## src/rtl/cheri_tsmap_arb.sv

```systemverilog
// Arbiter for the single-port TSMAP revocation-bitmap SRAM: the revocation pipeline
// always wins, and the bus port uses idle cycles for word reads, writes and atomic set/clear.
module cheri_tsmap_arb #(
  parameter int unsigned TSMapSize = 1024,
  parameter int unsigned AddrW     = 16
) (
  input  logic             clk_i,
  input  logic             rst_ni,
  input  logic             trvk_cs_i,
  input  logic [AddrW-1:0] trvk_addr_i,
  output logic [31:0]      trvk_rdata_o,
  input  logic             bus_req_i,
  input  logic [1:0]       bus_op_i,
  input  logic [AddrW-1:0] bus_addr_i,
  input  logic [31:0]      bus_wdata_i,
  output logic             bus_gnt_o,
  output logic             bus_rvalid_o,
  output logic [31:0]      bus_rdata_o,
  output logic             bus_err_o,
  output logic             sram_req_o,
  output logic             sram_we_o,
  output logic [AddrW-1:0] sram_addr_o,
  output logic [31:0]      sram_wdata_o,
  input  logic [31:0]      sram_rdata_i
);

  typedef enum logic [2:0] {IDLE, RD, RDATA, WR, ERR} state_e;

  localparam logic [AddrW:0] AddrLimit = (AddrW+1)'(TSMapSize);

  state_e           state_q, state_d;
  logic [1:0]       op_q, op_d;
  logic [AddrW-1:0] addr_q, addr_d;
  logic [31:0]      pend_q, pend_d;
  logic             fwd_q, fwd_d;
  logic             fsm_req, fsm_we;

  always_ff @(posedge clk_i or negedge rst_ni) begin
    if (!rst_ni) begin
      state_q <= IDLE;
      op_q    <= '0;
      addr_q  <= '0;
      pend_q  <= '0;
      fwd_q   <= 1'b0;
    end else begin
      state_q <= state_d;
      op_q    <= op_d;
      addr_q  <= addr_d;
      pend_q  <= pend_d;
      fwd_q   <= fwd_d;
    end
  end

  always_comb begin
    state_d      = state_q;
    op_d         = op_q;
    addr_d       = addr_q;
    pend_d       = pend_q;
    // A revocation read of the word about to be written must see the pending value.
    fwd_d        = trvk_cs_i && (state_q == WR) && (trvk_addr_i == addr_q);
    bus_gnt_o    = 1'b0;
    bus_rvalid_o = 1'b0;
    bus_rdata_o  = '0;
    bus_err_o    = 1'b0;
    fsm_req      = 1'b0;
    fsm_we       = 1'b0;
    unique case (state_q)
      IDLE: begin
        bus_gnt_o = bus_req_i;
        if (bus_req_i) begin
          op_d   = bus_op_i;
          addr_d = bus_addr_i;
          pend_d = bus_wdata_i;
          if ({1'b0, bus_addr_i} >= AddrLimit) state_d = ERR;
          else if (bus_op_i == 2'b01)          state_d = WR;
          else                                 state_d = RD;
        end
      end
      RD: begin
        if (!trvk_cs_i) begin
          fsm_req = 1'b1;
          state_d = RDATA;
        end
      end
      RDATA: begin
        if (op_q == 2'b00) begin
          bus_rvalid_o = 1'b1;
          bus_rdata_o  = sram_rdata_i;
          state_d      = IDLE;
        end else begin
          // pend_q still holds the bit mask captured at grant.
          pend_d  = op_q[0] ? (sram_rdata_i & ~pend_q) : (sram_rdata_i | pend_q);
          state_d = WR;
        end
      end
      WR: begin
        if (!trvk_cs_i) begin
          fsm_req      = 1'b1;
          fsm_we       = 1'b1;
          bus_rvalid_o = 1'b1;
          bus_rdata_o  = pend_q;
          state_d      = IDLE;
        end
      end
      ERR: begin
        bus_rvalid_o = 1'b1;
        bus_err_o    = 1'b1;
        state_d      = IDLE;
      end
      default: state_d = IDLE;
    endcase
  end

  assign sram_req_o   = trvk_cs_i | fsm_req;
  assign sram_we_o    = fsm_we;
  assign sram_addr_o  = trvk_cs_i ? trvk_addr_i : (fsm_req ? addr_q : '0);
  assign sram_wdata_o = fsm_we ? pend_q : '0;
  assign trvk_rdata_o = fwd_q ? pend_q : sram_rdata_i;

endmodule
```

## config.mk

```make
export PLATFORM = sky130hd
export DESIGN_NAME = cheri_tsmap_arb
export DESIGN_NICKNAME = d
export VERILOG_FILES = /design/src/rtl/cheri_tsmap_arb.sv
export SDC_FILE = /design/constraint.sdc
export NUM_CORES = 1
export LEC_CHECK = 0
export CAP_MARGIN = 15
export CORE_MARGIN = 3
export CORE_UTILIZATION = 30
export DETAILED_ROUTE_END_ITERATION = 6
export GPL_ROUTABILITY_DRIVEN = 0
export MAX_ROUTING_LAYER = met4
export PLACE_DENSITY = 0.7
export SLEW_MARGIN = 0
export SYNTH_ARGS = -nofsm -noshare
export SYNTH_HDL_FRONTEND = slang
export SYNTH_SLANG_ARGS = --single-unit
export TNS_END_PERCENT = 100
```

## constraint.sdc

```tcl
create_clock -name clk_i -period 2.1 [get_ports clk_i]
set_input_delay 0.42 -clock clk_i [delete_from_list [all_inputs] [get_ports clk_i]]
set_output_delay 0.42 -clock clk_i [all_outputs]
set_load 0.1 [all_outputs]
```

* Word-level counts from Yosys, hierarchy flattened
Cells that the tools add are included.
Storage, ports and cells: register bits after elaboration 54, input port bits 102, output and inout port bits 117, logic and storage cells 54
Operators by class: $lt $le $gt $ge 1, equal/unequal tests 10, mux-type cells 25, bitwise operators 4, reductions and logical operators 9
Operator list (number):
- $mux 32 | 7
- $pmux 32 s2 | 2
- $and 32x32->32 | 1
- $mux 16 | 2
- $not 32->32 | 1
- $or 32x32->32 | 1
- $eq 16x16->1 | 1
- $ge 16x11->1 const B | 1
- $mux 3 | 4
- $pmux 3 s4 | 1
- $ne 2x2->1 const B | 4
- $eq 3x2->1 const B | 2
- $mux 1 | 6
- $reduce_and 3->1 | 2
- $mux 2 | 2
- $eq 3x1->1 const B | 1
- $eq 3x3->1 const B | 1
- $logic_not 3->1 | 1
- $pmux 1 s3 | 1
- $eq 2x1->1 const B | 1
- $logic_and 1x1->1 | 2
- $logic_not 2->1 | 1
- $reduce_and 2->1 | 1
- $reduce_bool 2->1 | 1
- 2 further kinds | 2

* Depth between registers and ports, before layout
Gate-level depths: netlist of the first run.
depth after elaboration 5, mapped depth 7, mapped depth without buffers 4

* Least setup slack after synthesis of the first run
No wires, ideal clock.
kind register -> output, start register state_q[1], end output bus_rvalid_o, data arrival time 3749 ps, data required time 1680 ps, path slack -2069 ps, cell stages (with the launch flop) 4, path buffers 1, path through dfrtp_1 clkbuf_1 nor3b_1 or3_1
Between the ends: word-level cells in the longest chain between the ends 2, elaborated cells between the ends (all ways) 4, those cells by class eq/ne: 3; mux: 1
Ends and longest elaborated chain:
- start: declaration | line 31 | state_e state_q, state_d;
- start signal: assignment | line 46 | state_q <= state_d;
- $eq 3x3->1 or $eq 3x2->1 (tied branches) | line 67 | unique case (state_q)
- $pmux 1 s3 * | line 67
- end: declaration | line 17 | output logic bus_rvalid_o,
Mark *: on every way between the ends. The rest lies on a longest branch, timed or not.

* Final worst setup path of the first run
start register state_q[2], end output bus_rdata_o[3]
Between the ends: word-level cells in the longest chain between the ends 2, elaborated cells between the ends (all ways) 3, those cells by class eq/ne: 2; mux: 1
Ends and longest elaborated chain:
- $eq 3x2->1 | line 67
- $pmux 32 s2 * | line 67
- end: declaration | line 18 | output logic [31:0] bus_rdata_o,
Marked as above.

==> results.json, run 1 <==
{
  "htreeDepth": 2,
  "ios": 219,
  "power_density_mw_per_mm2": 449.6,
  "nets": 708,
  "fp.dieH_um": 116.8,
  "fin_crit_ns": 2.392,
  "crit_required_ns": 1.68,
  "finalWirelength_mm": 16.26,
  "initial_core_util": 0.3145,
  "vias": 4118,
  "holdWs_ns": 0.1184,
  "end_kind": "output pin",
  "multi_input_area_sq_mm": 0.002804,
  "critPathTopFamily": "buffers and inverters",
  "area.sequential_sq_mm": 0.001351,
  "viasPerCell": 5.491,
  "clk_latency_ns": 0.29,
  "holdBufCountCts": 0,
  "rows": 39,
  "grtUsageTotal": 0.2372,
  "p_total_mw": 3.824,
  "max_freq_ghz": 0.4181,
  "ant_nets": 0,
  "cap_violations": 0,
  "setup_viol": 81,
  "yosysTopAreaCell": "dfrtp_1",
  "critPathMaxFanout": 4,
  "die_width_um": 116.8,
  "critPathBufInv": 4,
  "slew_headroom": 0.5551,
  "post-route-util": 0.7263,
  "cp.arrival_ns": 1.97,
  "port_buffers": 218,
  "post-place-cells": 721,
  "drc": 0,
  "synth_nets": 466,
  "synthTopCellsByArea": "dfrtp_1 (37%), mux2_2 (15%), o2bb2ai_1 (7.6%)",
  "violations": "negative setup slack",
  "async_reset_ff_frac": 1.000,
  "hold_viol": 0,
  "timing.final.ws_setup_ns": -0.2916,
  "clk_pin_slew_ns": 0.08,
  "use_met2": 0.4039,
  "gr-usage-met1": 0.2779,
  "yosysMostFrequentCell": "dfrtp_1",
  "ir_drop_v": 0.0003850,
  "ys_warn_count": 0,
  "grtUsageMet3": 0.06324,
  "yosysUniqueCellTypes": 33,
  "syn_inst": 364,
  "grt_setup_unrepaired": "yes",
  "yosys_most_used_dff": "dfrtp_1",
  "p_leak_nw": 3.467,
  "nFillCells": 786,
  "gr-max-usage-layer": "met2",
  "finalSetupTns_ns": -15.90,
  "core_sq_mm": 0.01171,
  "clock_path_buffers": 2,
  "crit_slowest_cell": "dfrtp_1",
  "synth_seq_cells": 54,
  "cp_common_cell": "buf_6",
  "antenna_cells": 0,
  "hpwl_mm": 11.56,
  "drtPass1Iterations": 4,
  "grt_pass1_vias": 4381,
  "die_area_sq_mm": 0.01364,
  "instances_no_fill": 750,
  "hp-class": "in2async",
  "finClkSkew_ns": 0.01256,
  "slew_violations": 0,
  "synth_top_cell_area_share": 0.3668,
  "cts_sinks": 54,
  "grt_pass1_wl_mm": 24.50,
  "worstSetupStartpointType": "flop",
  "cp_slowest_stage_delay_ns": 0.41,
  "grt_overflow": 0,
  "drive_gt1_frac": 0.5239,
  "synth-edff-count": 0,
  "status": "finished with violations",
  "cts_root_buffer": "clkbuf_16",
  "critPathKind": "reg2out",
  "cts_made_buffers": 5,
  "synth.top_cells.by_count": "dfrtp_1 (54), mux2_2 (50), nor3b_1 (35)",
  "ys_seq_area_frac": 0.3668,
  "first_iter_violations": 144,
  "syn_to_final_growth_pct": 130.9,
  "syn_avg_cell_area_sq_um": 10.12,
  "syn-cell-area_sq_mm": 0.003684,
  "cts_tree": "yes",
  "grt_max_degree": 67,
  "final.period_utilization": 1.139,
  "tightest_slew_ns": 0.6674,
  "antenna_found_initial": 0,
  "cp_cell_sequence": "buf_6 -> nand2b_4 -> nor2_4 -> buf_6 -> clkbuf_16 -> and3_4 -> a21o_4 -> buf_12",
  "wl_per_cell_um": 21.68
}
[registers in the layout, indices dropped and copies added (netlist names)]
signal   count
pend_q      32
fwd_q        1
addr_q      16
state_q      3
op_q         2
[cell families (layout without fill, tap and decap cells)]
logic type / count (synthesis) / count (layout) / share of synthesized area
AOI/OAI and AO/OA: 120 / 120 / 0.2391
buffers and inverters: 34 / 277 / 0.03600
xor gates and xnor gates: 17 / 17 / 0.04042
and+or+nand+nor: 89 / 89 / 0.1647
muxes: 50 / 50 / 0.1529
DFF: 54 / 54 / 0.3668
[routing by layer]
metal,vias to the layer above,routed length (um)
li1,1883,-
met1,2034,6091
met2,180,8574
met3,21,1265
met4,0,332
met5,-,0
[placed cells by master (no fill, tap or decap), types with 2 or more instances in the layout]
cell type / count
nor3_4: 2
a22o_4: 16
nor4_1: 2
a21oi_1: 33
buf_4: 21
dlygate4sd2_1: 5
buf_16: 3
a21o_4: 32
nor2_1: 3
clkdlybuf4s50_1: 95
xnor2_1: 10
mux2_2: 50
xor2_1: 7
buf_12: 125
buf_8: 3
o2bb2ai_1: 32
clkbuf_16: 8
and3_4: 32
buf_6: 13
dfrtp_1: 54
nand4_1: 2
nor3b_1: 34
clkbuf_1: 2
[where the power goes]
part	switching [mW]	internal (mW)	leakage, nW
Combinational	0.775	0.688	2.73
Clock	0.374	0.565	0.0781
Sequential	0.206	1.22	0.657
[path summary, 6_finish.rpt]
kind	start	to	slack [ns]	depth (start not counted)
max in group asynchronous	rst_ni	pend_q[2]$_DFFE_PN0P_	1.38	2
setup reg to reg	state_q[2]$_DFFE_PN0P_	state_q[1]$_DFFE_PN0P_	0.13	6
hold / removal	rst_ni	pend_q[6]$_DFFE_PN0P_	0.12	1
hold reg to reg	pend_q[19]$_DFFE_PN0P_	pend_q[19]$_DFFE_PN0P_	0.55	1
min in group clk_i	bus_addr_i[13]	addr_q[13]$_DFFE_PN0P_	0.51	2
setup / recovery	state_q[2]$_DFFE_PN0P_	bus_rdata_o[3]	-0.29	8
[layout make-up]
type	count	area share
Timing Repair Buffer	269	0.4713
Multi-Input combinational cell	276	0.3297
Sequential cell	54	0.1589
Tap cell	143	0.02104
Clock buffer	7	0.01559
Clock inverter	1	0.003530
[timing repair]
action / 4_1_cts / 5_1_grt
pin swaps: 10 / 8
endpoints found under the setup margin: 84 / 82
buffers inserted: 10 / 7
resized for setup: 21 / 19
gates cloned: 4 / 4
[stage by stage]
step                      setup WS (ns)  instance area [sq um]
after floorplan                 -0.2327                   4237
after global placement          -0.3667                   7918
after detailed placement        -0.4149                   7918
after CTS                       -0.2563                   8342
after global routing            -0.3253                   8506
final                           -0.2916                   8506
(Power assumes the default switching activity.)
==> run 2, diff against run 1 <==
SETUP_SLACK_MARGIN = 0.5   (was not set)
==> results.json, run 2 (same netlist as run 1, synthesis figures left out) <==
{
  "combPwrFrac": 0.411,
  "drc": 0,
  "antenna_found_initial": 1,
  "ir_drop_v": 0.0003469,
  "switching_power_mw": 1.417,
  "p_seq_frac": 0.375,
  "port_buffers": 218,
  "vias": 4130,
  "worstSetupStartpointType": "flop",
  "cts_sinks": 54,
  "r2r_setup_slack_ns": 0.13,
  "clk_pin_slew_ns": 0.07,
  "layout_commonest_cell": "buf_12",
  "reg_top3": "pend_q (32), addr_q (16), state_q (3)",
  "cts_root_buffer": "clkbuf_16",
  "grt_setup_unrepaired": "yes",
  "instances_no_fill": 757,
  "grt_pass1_wl_mm": 25.07,
  "grtUsageTotal": 0.2448,
  "status": "finished with violations",
  "cap_violations": 0,
  "finClkSkew_ns": 0.004960,
  "initial_core_util": 0.3145,
  "timing.final.ws_setup_ns": -0.2327,
  "grt_pass1_vias": 4425,
  "critPathKind": "reg2out",
  "rr_startpoint": "state_q[0]$_DFFE_PN0P_",
  "final.period_utilization": 1.111,
  "max_freq_ghz": 0.4287,
  "largest_reg_flops": 32,
  "slew_headroom": 0.6905,
  "fin_crit_ns": 2.333,
  "mostFrequentLayoutCells": "buf_12 (129), clkdlybuf4s50_1 (90), dfrtp_1 (53)",
  "fp.dieH_um": 116.8,
  "hold_viol": 0,
  "post-place-cells": 716,
  "crit_required_ns": 1.68,
  "die_area_sq_mm": 0.01364,
  "grt_max_degree": 67,
  "p_leak_nw": 3.772,
  "sw_frac_of_total": 0.3684,
  "cts_tree": "yes",
  "regMostFlops": "pend_q",
  "syn_to_final_growth_pct": 145.2,
  "power_density_mw_per_mm2": 425.7,
  "violations": "negative setup slack",
  "ios": 219,
  "end_kind": "output pin",
  "finalSetupTns_ns": -9.751,
  "p_total_mw": 3.846,
  "crit_slowest_cell": "or3b_4",
  "post-route-util": 0.7714,
  "cp.arrival_ns": 1.91,
  "reg2reg_depth": 7,
  "finalWirelength_mm": 16.96,
  "cts_made_buffers": 5,
  "wl_per_cell_um": 22.41,
  "p_int_mw": 2.429,
  "rows": 39,
  "worstReg2RegEnd": "state_q[1]$_DFFE_PN0P_",
  "die_width_um": 116.8,
  "core_sq_mm": 0.01171,
  "power_frac_clock": 0.214,
  "cp_cell_sequence": "or3b_4 -> nor3_4 -> buf_6 -> clkbuf_16 -> a21o_4 -> buf_12",
  "drtPass1Iterations": 4,
  "slew_violations": 0,
  "hpwl_mm": 11.24,
  "critPathMaxFanout": 6,
  "nets": 715,
  "viasPerCell": 5.456,
  "clock_path_buffers": 2,
  "htreeDepth": 2,
  "ant_nets": 0,
  "hp-class": "in2async",
  "setup_viol": 60,
  "cp_slowest_stage_delay_ns": 0.42,
  "dp_slack_ns": -0.3873,
  "grt_overflow": 0,
  "first_iter_violations": 227,
  "drive_gt1_frac": 0.5808,
  "clk_latency_ns": 0.29,
  "tightest_slew_ns": 0.4642
}
-- run 2: worst max-delay path by stage --
stage / start / cells after the start / end
floorplan: state_q[1]$_DFFE_PN0P_ / 3 / bus_rvalid_o
global placement: bus_addr_i[15] / 5 / state_q[1]$_DFFE_PN0P_
detailed placement: bus_addr_i[15] / 5 / state_q[1]$_DFFE_PN0P_
CTS: state_q[2]$_DFFE_PN0P_ / 6 / bus_rdata_o[22]
global route: state_q[0]$_DFFE_PN0P_ / 6 / bus_rdata_o[18]
finish: state_q[1]$_DFFE_PN0P_ / 6 / bus_rdata_o[28]
-- run 2: per-stage QoR --
| step | area (sq um) | hold slack (ns) |
|---|---|---|
| CTS | 8822 | 0.1333 |
| global route | 9034 | 0.1479 |
| detailed placement | 8139 | 0.4447 |
| floorplan | 4667 | 0.1244 |
| finish | 9034 | 0.1126 |
| global placement | 8139 | 0.4413 |
-- run 2: power by group through the flow --
stage          sequential [mW]  clock [mW]  combinational (mW)
2_1_floorplan             1.40           0               0.850
3_3_place_gp              1.44           0                1.43
3_5_place_dp              1.45           0                1.45
4_1_cts                   1.43       0.831                1.52
5_1_grt                   1.47       0.878                1.65
6_report                  1.44       0.823                1.58
-- run 2: per-layer routing --
metal / vias to the layer above / global-route usage / wire length (um)
met5: - / - / 0
met4: 0 / 0.04664 / 139
met3: 10 / 0.05039 / 1243
met2: 168 / 0.4270 / 8930
met1: 2050 / 0.2951 / 6650
li1: 1902 / - / -
-- run 2: area by class of cell --
class                   count  area [sq um]
clock buffers               5         125.1
diodes                      1         2.502
flip-flops and latches     54          1353
well taps                 143         178.9
multi-input cells         276          3126
clock inverters             2         10.01
fillers                   667          2678
repair buffers            276          4239
-- run 2: repair_timing --
item / in CTS / in global routing
setup endpoints to repair: 168 / 171
pin swaps: 12 / 7
buffers inserted: 20 / 3
gates resized for setup: 74 / 34
gates cloned: 8 / 2
hold buffers: 0 / 0
-- run 2: worst max-delay path, delay by kind of cell, from the launching register on --
family | cells | cell delay, ns
buf+inv | 3 | 0.55
simple gates | 2 | 0.54
flops | 1 | 0.40
compound gates | 1 | 0.12
